File: src/rtl/axil_decoder_1to2.sv
// axil_decoder_1to2 -- registered AXI4-Lite 1-master / 2-slave decoder.
//
// Sits between the CPU master (s_*) and two slaves (m0_*: SRAM, m1_*: AES).
// Every transaction is latched on acceptance (address, data, strobe, port
// select), so response routing never depends on the master's bus staying
// stable. Addresses outside both windows are answered locally with DECERR.
// The read and write paths are independent FSMs with one transaction
// outstanding each.
//
// Ports:
//   aclk, aresetn        clock, async active-low reset
//   s_aw*/s_w*/s_b*      upstream write address / data / response
//   s_ar*/s_r*           upstream read address / data
//   m0_*, m1_*           downstream AXI4-Lite ports (same channel set)
//
// Optional feature: define AXIL_DEC_TIMEOUT_EN to enable a per-direction
// watchdog (TIMEOUT cycles without a downstream handshake -> SLVERR) and to
// sink stray downstream responses while idle.
module axil_decoder_1to2 #(
   parameter logic [31:0] M0_BASE = 32'h0000_0000,
   parameter logic [31:0] M0_SIZE = 32'h0000_0200,
   parameter logic [31:0] M1_BASE = 32'h0000_0300,
   parameter logic [31:0] M1_SIZE = 32'h0000_0100,
   parameter int          TIMEOUT = 255
) (
   input  logic        aclk,
   input  logic        aresetn,
   input  logic        s_awvalid, output logic s_awready, input logic [31:0] s_awaddr,
   input  logic        s_wvalid,  output logic s_wready,  input logic [31:0] s_wdata,
   input  logic [3:0]  s_wstrb,
   output logic        s_bvalid,  input  logic s_bready,  output logic [1:0] s_bresp,
   input  logic        s_arvalid, output logic s_arready, input logic [31:0] s_araddr,
   output logic        s_rvalid,  input  logic s_rready,  output logic [31:0] s_rdata,
   output logic [1:0]  s_rresp,
   output logic        m0_awvalid, input logic m0_awready, output logic [31:0] m0_awaddr,
   output logic        m0_wvalid,  input logic m0_wready,  output logic [31:0] m0_wdata,
   output logic [3:0]  m0_wstrb,
   input  logic        m0_bvalid,  output logic m0_bready, input logic [1:0] m0_bresp,
   output logic        m0_arvalid, input logic m0_arready, output logic [31:0] m0_araddr,
   input  logic        m0_rvalid,  output logic m0_rready, input logic [31:0] m0_rdata,
   input  logic [1:0]  m0_rresp,
   output logic        m1_awvalid, input logic m1_awready, output logic [31:0] m1_awaddr,
   output logic        m1_wvalid,  input logic m1_wready,  output logic [31:0] m1_wdata,
   output logic [3:0]  m1_wstrb,
   input  logic        m1_bvalid,  output logic m1_bready, input logic [1:0] m1_bresp,
   output logic        m1_arvalid, input logic m1_arready, output logic [31:0] m1_araddr,
   input  logic        m1_rvalid,  output logic m1_rready, input logic [31:0] m1_rdata,
   input  logic [1:0]  m1_rresp
);
   typedef enum logic [1:0] {W_IDLE, W_FWD, W_RESP, W_ERR} w_st_t;
   typedef enum logic [1:0] {R_IDLE, R_FWD, R_RESP, R_ERR} r_st_t;

   // One-hot port select; 2'b00 = no hit. 33-bit compare avoids wrap at 4 GiB.
   function automatic logic [1:0] decode(input logic [31:0] a);
      logic [32:0] x;
      x = {1'b0, a};
      decode = 2'b00;
      if (x >= {1'b0, M0_BASE} && x < ({1'b0, M0_BASE} + {1'b0, M0_SIZE}))
         decode = 2'b01;
      else if (x >= {1'b0, M1_BASE} && x < ({1'b0, M1_BASE} + {1'b0, M1_SIZE}))
         decode = 2'b10;
   endfunction

   // ---------------- write path ----------------
   w_st_t       w_st, w_nx;
   logic [31:0] w_addr, w_data;
   logic [3:0]  w_strb;
   logic [1:0]  w_sel, w_hit;
   logic        aw_pend, w_pend, bvalid_q;
   logic [1:0]  bresp_q;
   logic        w_acc, aw_hs, w_hs, b_hs, sb_hs, w_tmo;

   assign w_hit = decode(s_awaddr);
   assign w_acc = (w_st == W_IDLE) && s_awvalid && s_wvalid;
   assign aw_hs = (w_st == W_FWD) && aw_pend &&
                  ((w_sel[0] && m0_awready) || (w_sel[1] && m1_awready));
   assign w_hs  = (w_st == W_FWD) && w_pend &&
                  ((w_sel[0] && m0_wready) || (w_sel[1] && m1_wready));
   assign b_hs  = (w_st == W_RESP) && !bvalid_q &&
                  ((w_sel[0] && m0_bvalid) || (w_sel[1] && m1_bvalid));
   assign sb_hs = bvalid_q && s_bready;

   // ---------------- read path ----------------
   r_st_t       r_st, r_nx;
   logic [31:0] r_addr, rdata_q;
   logic [1:0]  r_sel, r_hit, rresp_q;
   logic        rvalid_q;
   logic        r_acc, ar_hs, rd_hs, sr_hs, r_tmo;

   assign r_hit = decode(s_araddr);
   assign r_acc = (r_st == R_IDLE) && s_arvalid;
   assign ar_hs = (r_st == R_FWD) &&
                  ((r_sel[0] && m0_arready) || (r_sel[1] && m1_arready));
   assign rd_hs = (r_st == R_RESP) && !rvalid_q &&
                  ((r_sel[0] && m0_rvalid) || (r_sel[1] && m1_rvalid));
   assign sr_hs = rvalid_q && s_rready;

`ifdef AXIL_DEC_TIMEOUT_EN
   localparam int TW = $clog2(TIMEOUT + 1);
   logic [TW-1:0] w_cnt, r_cnt;
   // Counter holds the number of waiting cycles already spent; the
   // TIMEOUT-th consecutive cycle without a downstream handshake fires.
   // A handshake in that same cycle wins over the timeout.
   assign w_tmo = (w_st == W_FWD || (w_st == W_RESP && !bvalid_q)) &&
                  !aw_hs && !w_hs && !b_hs && (w_cnt == TW'(TIMEOUT - 1));
   assign r_tmo = (r_st == R_FWD || (r_st == R_RESP && !rvalid_q)) &&
                  !ar_hs && !rd_hs && (r_cnt == TW'(TIMEOUT - 1));

   always_ff @(posedge aclk or negedge aresetn) begin
      if (!aresetn) begin
         w_cnt <= '0;
         r_cnt <= '0;
      end else begin
         if (w_acc || aw_hs || w_hs || b_hs) w_cnt <= '0;
         else if (w_st == W_FWD || w_st == W_RESP) w_cnt <= w_cnt + 1'b1;
         if (r_acc || ar_hs || rd_hs) r_cnt <= '0;
         else if (r_st == R_FWD || r_st == R_RESP) r_cnt <= r_cnt + 1'b1;
      end
   end
`else
   assign w_tmo = 1'b0;
   assign r_tmo = 1'b0;
`endif

   // State registers
   always_ff @(posedge aclk or negedge aresetn) begin
      if (!aresetn) begin
         w_st <= W_IDLE;
         r_st <= R_IDLE;
      end else begin
         w_st <= w_nx;
         r_st <= r_nx;
      end
   end

   // Next-state logic
   always_comb begin
      w_nx = w_st;
      case (w_st)
         W_IDLE: if (w_acc) w_nx = (|w_hit) ? W_FWD : W_ERR;
         W_FWD:  if (w_tmo) w_nx = W_ERR;
                 else if ((!aw_pend || aw_hs) && (!w_pend || w_hs)) w_nx = W_RESP;
         W_RESP: if (w_tmo) w_nx = W_ERR;
                 else if (sb_hs) w_nx = W_IDLE;
         W_ERR:  if (sb_hs) w_nx = W_IDLE;
         default: w_nx = W_IDLE;
      endcase
   end

   always_comb begin
      r_nx = r_st;
      case (r_st)
         R_IDLE: if (r_acc) r_nx = (|r_hit) ? R_FWD : R_ERR;
         R_FWD:  if (r_tmo) r_nx = R_ERR;
                 else if (ar_hs) r_nx = R_RESP;
         R_RESP: if (r_tmo) r_nx = R_ERR;
                 else if (sr_hs) r_nx = R_IDLE;
         R_ERR:  if (sr_hs) r_nx = R_IDLE;
         default: r_nx = R_IDLE;
      endcase
   end

   // Latched transaction and registered upstream responses. Error and
   // timeout responses are loaded here too, so s_bvalid/s_rvalid are
   // always straight flop outputs.
   always_ff @(posedge aclk or negedge aresetn) begin
      if (!aresetn) begin
         w_addr <= '0; w_data <= '0; w_strb <= '0; w_sel <= '0;
         aw_pend <= 1'b0; w_pend <= 1'b0; bvalid_q <= 1'b0; bresp_q <= '0;
         r_addr <= '0; r_sel <= '0; rvalid_q <= 1'b0; rresp_q <= '0; rdata_q <= '0;
      end else begin
         if (w_acc) begin
            w_addr  <= s_awaddr;
            w_data  <= s_wdata;
            w_strb  <= s_wstrb;
            w_sel   <= w_hit;
            aw_pend <= |w_hit;
            w_pend  <= |w_hit;
            if (!(|w_hit)) begin
               bvalid_q <= 1'b1;
               bresp_q  <= 2'b11;
            end
         end
         if (aw_hs) aw_pend <= 1'b0;
         if (w_hs)  w_pend  <= 1'b0;
         if (b_hs) begin
            bvalid_q <= 1'b1;
            bresp_q  <= w_sel[1] ? m1_bresp : m0_bresp;
         end
         if (w_tmo) begin
            aw_pend  <= 1'b0;
            w_pend   <= 1'b0;
            bvalid_q <= 1'b1;
            bresp_q  <= 2'b10;
         end
         if (sb_hs) begin
            bvalid_q <= 1'b0;
            bresp_q  <= '0;
         end

         if (r_acc) begin
            r_addr <= s_araddr;
            r_sel  <= r_hit;
            if (!(|r_hit)) begin
               rvalid_q <= 1'b1;
               rresp_q  <= 2'b11;
               rdata_q  <= '0;
            end
         end
         if (rd_hs) begin
            rvalid_q <= 1'b1;
            rresp_q  <= r_sel[1] ? m1_rresp : m0_rresp;
            rdata_q  <= r_sel[1] ? m1_rdata : m0_rdata;
         end
         if (r_tmo) begin
            rvalid_q <= 1'b1;
            rresp_q  <= 2'b10;
            rdata_q  <= '0;
         end
         if (sr_hs) begin
            rvalid_q <= 1'b0;
            rresp_q  <= '0;
            rdata_q  <= '0;
         end
      end
   end

   // Handshake outputs: functions of state and latched flags only, so no
   // m*ready reaches any s*ready combinationally.
   always_comb begin
      s_awready = 1'b0; s_wready = 1'b0;
      m0_awvalid = 1'b0; m1_awvalid = 1'b0; m0_wvalid = 1'b0; m1_wvalid = 1'b0;
      m0_bready = 1'b0; m1_bready = 1'b0;
      case (w_st)
         W_IDLE: begin
            s_awready = s_awvalid & s_wvalid;
            s_wready  = s_awvalid & s_wvalid;
`ifdef AXIL_DEC_TIMEOUT_EN
            m0_bready = 1'b1;
            m1_bready = 1'b1;
`endif
         end
         W_FWD: begin
            m0_awvalid = aw_pend & w_sel[0];
            m1_awvalid = aw_pend & w_sel[1];
            m0_wvalid  = w_pend & w_sel[0];
            m1_wvalid  = w_pend & w_sel[1];
         end
         W_RESP: begin
            m0_bready = w_sel[0] & ~bvalid_q;
            m1_bready = w_sel[1] & ~bvalid_q;
         end
         default: ;
      endcase
   end

   always_comb begin
      s_arready = 1'b0;
      m0_arvalid = 1'b0; m1_arvalid = 1'b0; m0_rready = 1'b0; m1_rready = 1'b0;
      case (r_st)
         R_IDLE: begin
            s_arready = 1'b1;
`ifdef AXIL_DEC_TIMEOUT_EN
            m0_rready = 1'b1;
            m1_rready = 1'b1;
`endif
         end
         R_FWD: begin
            m0_arvalid = r_sel[0];
            m1_arvalid = r_sel[1];
         end
         R_RESP: begin
            m0_rready = r_sel[0] & ~rvalid_q;
            m1_rready = r_sel[1] & ~rvalid_q;
         end
         default: ;
      endcase
   end

   assign s_bvalid  = bvalid_q;
   assign s_bresp   = bresp_q;
   assign s_rvalid  = rvalid_q;
   assign s_rresp   = rresp_q;
   assign s_rdata   = rdata_q;

   // Payload shows the latched values on the selected port only.
   assign m0_awaddr = w_sel[0] ? w_addr : '0;
   assign m1_awaddr = w_sel[1] ? w_addr : '0;
   assign m0_wdata  = w_sel[0] ? w_data : '0;
   assign m1_wdata  = w_sel[1] ? w_data : '0;
   assign m0_wstrb  = w_sel[0] ? w_strb : '0;
   assign m1_wstrb  = w_sel[1] ? w_strb : '0;
   assign m0_araddr = r_sel[0] ? r_addr : '0;
   assign m1_araddr = r_sel[1] ? r_addr : '0;

endmodule
File: config.mk
export PLATFORM = sky130hd
export DESIGN_NAME = axil_decoder_1to2
export DESIGN_NICKNAME = d
export VERILOG_FILES = /design/src/rtl/axil_decoder_1to2.sv
export SDC_FILE = /design/constraint.sdc
export NUM_CORES = 1
export LEC_CHECK = 0
export CAP_MARGIN = 20
export CORE_AREA = 2 2 170 172
export DETAILED_ROUTE_END_ITERATION = 6
export DIE_AREA = 0 0 172 174
export GPL_TIMING_DRIVEN = 0
export PLACE_DENSITY = 0.7
export RECOVER_POWER = 100
export SYNTH_ARGS = -nofsm -noshare
export SYNTH_HDL_FRONTEND = slang
export SYNTH_SLANG_ARGS = --single-unit
File: constraint.sdc
create_clock -name aclk -period 1.5 [get_ports aclk]
set_input_delay 0.225 -clock aclk [delete_from_list [all_inputs] [get_ports aclk]]
set_output_delay 0.225 -clock aclk [all_outputs]
set_load 0.005 [all_outputs]
# Yosys cells after proc, flatten, opt, wreduce, memory -nomap -nowiden

Index checks and enable logic that the tools add are counted.

Bits in registers: 148
Input port bits: 189
Output and inout bits: 251
Word-level logic and storage cells: 158

Magnitude comparators: 6
Equality and inequality tests: 14
Muxes and demuxes: 60
Bitwise operators: 11
Reduce and logical (&&, ||, !) cells: 52

Operators with widths:

| kind                   | number |
|---|---|
| $mux W32               | 11 |
| $ge A32 B10 Y1 const B | 2 |
| $lt A32 B10 Y1 const B | 2 |
| $lt A32 B11 Y1 const B | 2 |
| $mux W2                | 22 |
| $logic_and A1 B1 Y1    | 27 |
| $mux W1                | 23 |
| $pmux W2 S3            | 2 |
| $and A1 B1 Y1          | 9 |
| $eq A2 B2 Y1 const B   | 4 |
| $mux W4                | 2 |
| $reduce_or A2 Y1       | 4 |
| $logic_or A1 B1 Y1     | 7 |
| $ne A2 B1 Y1 const B   | 3 |
| $ne A2 B2 Y1 const B   | 3 |
| $ne A3 B3 Y1 const B   | 2 |
| $reduce_and A3 Y1      | 2 |
| $reduce_bool A3 Y1     | 2 |
| $eq A2 B1 Y1 const B   | 2 |
| $logic_not A1 Y1       | 4 |
| $logic_not A2 Y1       | 2 |
| $reduce_and A2 Y1      | 2 |
| $reduce_bool A2 Y1     | 2 |
| $not A1 Y1             | 2 |

# Longest topological paths before layout

Gate-level depths: netlist of run 1.

Depth after elaboration: 9
Depth in mapped cells: 7
Depth with buffers taken out: 5

# Least setup slack after synthesis of run 1

OpenSTA, ideal clock, no wires.

Path type: flip-flop to output port
Start point: register w_st[1]
End point: output port s_wready
Arrival time: 1.417 ns
Data required time: 1.275 ns
Slack: -0.142 ns
Stages on the path, launching flop included: 6
Buffers on the path: 3
Path through: dfrtp_1 or3_1 clkbuf_1 inv_2 buf_2 buf_4

Longest elaborated chain between the ends: 2

RTL lines:

| element                | line | RTL |
|---|---|---|
| start, declared        | 65   | `w_st_t w_st, w_nx;` |
| start signal, assigned | 131  | `w_st <= w_nx;` |
| $logic_not A2 Y1       | -    |  |
| $mux W1                | -    |  |
| end, declared          | 29   | `input logic s_wvalid, output logic s_wready, input logic [31:0] s_wdata,` |

No other way between the ends.

# Worst setup path in the final report of run 1

Start point: register w_st[1]
End point: output port s_wready

Longest elaborated chain between the ends: 2

RTL lines:

| element          | line | RTL |
|---|---|---|
| $logic_not A2 Y1 | 234  | `case (w_st)` |
| $mux W1          | 234  |  |

No other way between the ends.

==> results of run 1 <==
-- cell type report --
class                   count  area, µm²  share of cell area
diodes                      2      5.005           0.0003023
well taps                 384      480.5             0.02902
inverters                   1      16.27           0.0009825
clock buffers              20      446.7             0.02698
multi-input cells         699       4711              0.2845
repair buffers            574       6277              0.3792
clock inverters            12      121.4            0.007331
flip-flops and latches    148       3709              0.2240
plain buffers              55      789.5             0.04769
-- placed cells by master, fill, tap and decap left out, types with 3 or more instances in the layout --
master,count
nand2_1,308
buf_6,257
and2_4,202
clkdlybuf4s50_1,164
dfrtp_1,144
buf_8,43
clkbuf_16,42
mux2i_1,35
clkdlybuf4s25_1,35
buf_4,34
nand3_1,30
o22ai_2,23
clkbuf_2,20
dlygate4sd2_1,15
buf_12,11
buf_2,11
nand2_2,10
o22ai_4,9
and2_1,8
nand3_2,7
nor4_2,6
nor2_1,5
clkbuf_1,5
nor2b_1,4
a22oi_1,4
o21ai_0,4
clkinvlp_4,4
inv_6,4
dlymetal6s2s_1,4
dfrtp_2,4
nor4_4,3
nand4_1,3
a21oi_1,3
clkinv_4,3
-- metal layers --
layer | wire length (µm) | global-route usage | share of wire | vias to the layer above
met2 | 20810 | 0.4121 | 0.52 | 479
met5 | 13 | 0 | 0.00032 | -
met3 | 3118 | 0.06102 | 0.078 | 123
li1 | - | - | - | 4106
met1 | 13920 | 0.2497 | 0.35 | 4538
met4 | 2161 | 0.1327 | 0.054 | 2
-- registers in the layout (all words and copies together) (netlist names), 4 cells and up --
| signal | count |
|---|---|
| w_strb | 4 |
| w_addr | 32 |
| w_data | 32 |
| s_rdata | 32 |
| r_addr | 32 |
-- where the power goes --
| group | internal [mW] | total [mW] | leakage (nW) | switching, mW |
|---|---|---|---|---|
| sequential | 5.39 | 6.87 | 1.90 | 1.48 |
| clock | 2.36 | 4.24 | 0.264 | 1.87 |
| combinational | 2.34 | 4.75 | 5.68 | 2.40 |
-- worst max-delay path: stages, from the launching register on --
cell and delay, ns:
dfrtp_1 0.40, or3_4 0.41, buf_8 0.14, clkinv_8 0.04, buf_8 0.09, buf_6 0.08, buf_6 0.08
-- cells in the mapped netlist (3+ instances only) --
cell      number
nand2_1      319
and2_1       210
dfrtp_1      148
clkbuf_1      45
mux2i_1       37
nand3_1       37
o22ai_1       32
buf_2         13
nor4_1        10
nor2_1         6
a21oi_1        5
a22oi_1        5
nor2b_1        5
and3b_1        4
o21ai_0        4
a22o_1         3
clkbuf_8       3
nand4_1        3
-- logic make-up after synthesis --
logic type	count (synthesis)	synth area share
simple gates	602	0.3799
flops	148	0.4816
buf+inv	65	0.03921
compound gates	59	0.05109
mux	37	0.04816
-- final timing paths --
kind	from	end	slack [ns]	depth (start not counted)
worst max-delay path	w_st[1]$_DFFE_PN0P_	s_wready	-0.38	6
worst min-delay path	s_araddr[20]	r_addr[20]$_DFFE_PN0P_	0.08	3
worst max register to register	w_st[1]$_DFFE_PN0P_	w_data[22]$_DFFE_PN0P_	-0.27	7
worst min register to register	w_addr[27]$_DFFE_PN0P_	w_addr[27]$_DFFE_PN0P_	0.50	2
max in group asynchronous	aresetn	r_sel[1]$_DFFE_PN0P_	-0.03	3
min in group asynchronous	aresetn	w_data[4]$_DFFE_PN0P_	0.57	2
-- stage by stage --
step	instance area, µm²	hold slack [ns]	cells
detailed placement	12610	0.2875	1735
global placement	12580	0.4704	1734
floorplan	7704	-0.07059	911
CTS	15070	0.1234	1863
finish	16560	0.08063	1895
global route	16560	0.05745	1895
-- timing repair --
| item | CTS | global route |
|---|---|---|
| cloned | 25 | 15 |
| pin swaps | 51 | 26 |
| setup buffers | 70 | 35 |
| endpoints found under the setup margin | 396 | 394 |
| gates resized for setup | 1324 | 400 |
| endpoints found under the hold margin | 70 | 0 |
| hold buffers | 1 | 0 |
==> results.md, run 1 <==
* First-pass GRT wire length at 52.77 mm
* Final setup vio count at 391
* Arrival time worst endpoint at 1.65 ns
* Clock transition at path regs at 0.06 ns
* Die area at between 20000 and 30000 µm²
* Die X at 172 µm
* Num rows at 62
* Number of enable flip-flop cells after synthesis at 0
* Port Buffers at 439
* All-layer global routing usage at 0.2333
* Finished Core Util at 0.5863
* Minimum clock period at 1.878 ns
* Initial antenna violation count at 3
* Hold crit path type: primary input to flop
* Routability congestion estimate at about 0.87
* FFs w/ async S/R, synth at 1.000
* Ports at 440
* Synthesized flop and latch total at roughly 150
* CP required at approximately 1.3 ns
* Core Area at between 20000 and 30000 µm²
* Synth Warn # at 0
* HPWL after detailed placement at ~25 mm
* Worst slew margin at 0.2995
* Largest area contributor in the netlist: dfrtp_1
* H-tree depth at 4
* Total power at 15.85 mW
* CTS root buffer: clkbuf_16
* Netlist cell types at 35
* RSZ-0062 raised after global routing: true
* Worst skew pair latency at 0.42 ns
* Achievable frequency at 0.5324 GHz
* Area Growth Syn to Fin at 115.3%
* Die H at 174 µm
* Worst-path fanout max at 3
* Least-Margin Pin Slew at 1.051 ns
* Starting density of the core at 0.2723
* Longest Clk Path Bufs at 2
* Register area share after synthesis at 0.4816
* Power density of the placed cells at 957.6 nW/µm²
* Vias at 9248
* Crit share post-route at 1.252
* Fin nets at ~1700
* Drt pass-1 iters at 5
* Cells after Synth at 911
* Final routed DRC violation total at 0
* Post-DRT Antenna Nets at 0
* Layout fillers at ~2300
* Crit Path Class: flop to primary output
* Vias in the first global route at 9181
* Primary FF master, synth: dfrtp_1
* Share of the synthesized area in the top cell type at 0.4816
* Final Hold Viols at 0
* Pleak at 7.840 nW
* DR iter-0 viols at 558
* Routed WL per cell at 21.12 µm
* Syn Area/Cell at 8.441 µm²
* Total grt overflow at 0
* Max-cap viol count at 0
* Worst VDD drop at between 500 and 600 µV
* Largest net degree at the start of global routing at 79
* Synth Cell Area at 7690 µm²
* Crit path launch type: flop
* Post-Syn Nets at 1100
* Skew final at 0.01467 ns
* Run status: finished with violations
* Setup TNS at -68.18 ns
* CTS tree: yes
* Critical Path End Type: primary output
* Num CTS Buffers at 17
* Final wirelength at 40.03 mm
* Synth top area cells: dfrtp_1 48%, and2_1 17%, nand2_1 16%, mux2i_1 4.8%, o22ai_1 2.6%
* Vias per inst at 4.880
* Place WS at -1.030 ns
* Clock net sink count at roughly 150
* Layout cells sized above 1 at 0.4771
* Failing checks: negative setup slack
* Fin. max-slew vios at 0
* Post-route setup slack at -0.3783 ns
No activity file was read; power rests on OpenSTA's default activity.
==> run 2, diff against run 1 <==
Settings changed: SETUP_SLACK_MARGIN set to 0.5.
==> results.md, run 2 (same netlist as run 1, synthesis figures left out) <==
* Failing checks: negative setup slack
* Routed WL per cell at 20.25 µm (-4.1%)
* Final routed DRC violation total at 0 (unchanged)
* Largest net degree at the start of global routing at 78 (-1.3%)
* RSZ-0062 raised after global routing: true
* All-layer global routing usage at 0.2390 (+0.005698)
* Final Hold Viols at 0 (unchanged)
* Vias at 9276 (+0.30%)
* Power density of the placed cells at 974.1 nW/µm² (+1.7%)
* Clock transition at path regs at 0.07 ns (about the same)
* Grt met1 use at 0.2573 (+0.007531)
* Final wirelength at 39.21 mm (-2.1%)
* HPWL after detailed placement at 24.07 mm (-2.0%)
* Layout fillers at 2260 (-0.26%)
* Final setup vio count at 356 (-9.0%)
* Met2 Use GR at 0.4339 (+0.02175)
* Area Growth Syn to Fin at 126.6%
* Post-route setup slack at -0.4310 ns (-0.05274 ns)
* Achievable frequency at 0.5179 GHz (-2.7%)
* DR iter-0 viols at 455 (-18%)
* Placed cell count at 1735 (unchanged)
* Vias in the first global route at 9362 (+2.0%)
* Initial antenna violation count at 2 (-1)
* Worst slew margin at 0.2754 (-0.02410)
* Crit share post-route at 1.287 (+0.03516)
* H-tree depth at 4 (unchanged)
* Die X at 172 µm (unchanged)
* Minimum clock period at 1.931 ns (+0.05274 ns)
* Die area at 29930 µm² (unchanged)
* Arrival time worst endpoint at 1.71 ns (+0.06 ns)
* Multi-input gate area at 5100 µm² (+8.3%)
* Fin. max-slew vios at 0 (unchanged)
* Worst-path fanout max at 4 (+1)
* CP required at 1.27 ns (about the same)
* Crit path launch type: flop
* Critical Path End Type: primary output
* Pleak at 8.209 nW (+4.7%)
* Register area at 3711 µm² (about the same)
* Port Buffers at 439 (unchanged)
* Die H at 174 µm (unchanged)
* Hold crit path type: primary input to asynchronous set/reset pin
* Least-Margin Pin Slew at 1.087 ns (+0.03615 ns)
* Worst VDD drop at 569.4 µV (+1.1%)
* Most used routing layer: met2
* Fin nets at 1727 (+2.5%)
* Starting density of the core at 0.2723 (unchanged)
* Num rows at 62 (unchanged)
* Skew final at 0.01050 ns (-0.004162 ns)
* Post-DRT Antenna Nets at 0 (unchanged)
* Ports at 440 (unchanged)
* Total grt overflow at 0 (unchanged)
* Placed cell area at 13330 µm² (+5.7%)
* Num CTS Buffers at 17 (unchanged)
* CTS tree: yes
* Crit Path Class: flop to primary output
* Hold Slack at 0.03096 ns (-0.04967 ns)
* Finished Core Util at 0.6171 (+0.03080)
* Drt pass-1 iters at 4 (-1)
* Place WS at -0.9426 ns (+0.08770 ns)
* Core Area at 28240 µm² (unchanged)
* Clock net sink count at 148 (unchanged)
* Vias per inst at 4.791 (-1.8%)
* Design area at 17430 µm² (+5.3%)
* Layout cells sized above 1 at 0.5561 (+0.07899)
* Final std cells w/o fill at 1936 (+2.2%)
* CTS root buffer: clkbuf_16
* Most common cell after layout, fill and taps aside: buf_6
* Worst skew pair latency at 0.42 ns (about the same)
* Max-cap viol count at 0 (unchanged)
* Run status: finished with violations
* Most frequent cells in the layout: 277 x buf_6, 209 x nand2_1, 206 x and2_4
* GRT met3 Usage at 0.06398 (+0.002960)
* Longest Clk Path Bufs at 2 (unchanged)
* First-pass GRT wire length at 54.27 mm (+2.8%)
* Routability congestion estimate at 0.8701 (-0.32%)
## run 2: worst max-delay path: stages, from the launching register on
cell and delay [ns]:
dfrtp_1 0.41, buf_6 0.15, buf_6 0.11, and3b_2 0.23, buf_6 0.14, and2_4 0.13, buf_6 0.12
## run 2: path summary, 6_finish.rpt
check,from,to,slack [ns],cells past startpoint
worst max-delay path,w_st[0]$_DFFE_PN0P_,m0_awvalid,-0.43,6
worst min-delay path,aresetn,w_data[7]$_DFFE_PN0P_,0.03,1
worst max register to register,w_st[0]$_DFFE_PN0P_,w_sel[1]$_DFFE_PN0P_,-0.38,9
worst min register to register,w_data[27]$_DFFE_PN0P_,w_data[27]$_DFFE_PN0P_,0.50,2
max in group asynchronous,aresetn,r_addr[31]$_DFFE_PN0P_,0.22,2
min in group aclk,s_araddr[30],r_addr[30]$_DFFE_PN0P_,0.15,3
## run 2: power breakdown
group / total (mW) / switching, mW / internal [mW]
Sequential: 7.01 / 1.62 / 5.39
Clock: 4.24 / 1.88 / 2.36
Combinational: 5.72 / 2.72 / 3.00
Total: 17.0 / 6.22 / 10.8
## run 2: repair_timing
action                                  4_1_cts  5_1_grt
buffers inserted                             88       39
pin swaps                                    24       86
endpoints found under the hold margin        76       76
endpoints found under the setup margin      399      399
gates cloned                                 31       10
gates resized for setup                    1349      344
## run 2: routing by layer
layer	routed length, µm	vias to the layer above
met1	14040	4526
met3	2989	111
li1	-	4200
met4	1735	0
met5	0	-
met2	20440	439
## run 2: cell type report
cell class                 count  share of cell area
tap                          384             0.02757
antenna                        2           0.0002872
sequential                   148              0.2130
multi-input combinational    699              0.2927
inverter                       1           0.0009334
buffer                        64             0.06311
clock buffer                  19             0.02542
clock inverter                12            0.007108
timing repair buffer         607              0.3699
## run 2: per-stage QoR
step           setup TNS (ns)  power, mW
6_report               -91.97      16.97
5_1_grt               -109.77      17.82
4_1_cts                -86.82      15.45
3_5_place_dp          -101.08      10.10
3_3_place_gp          -981.85      9.932
2_1_floorplan               0      8.265
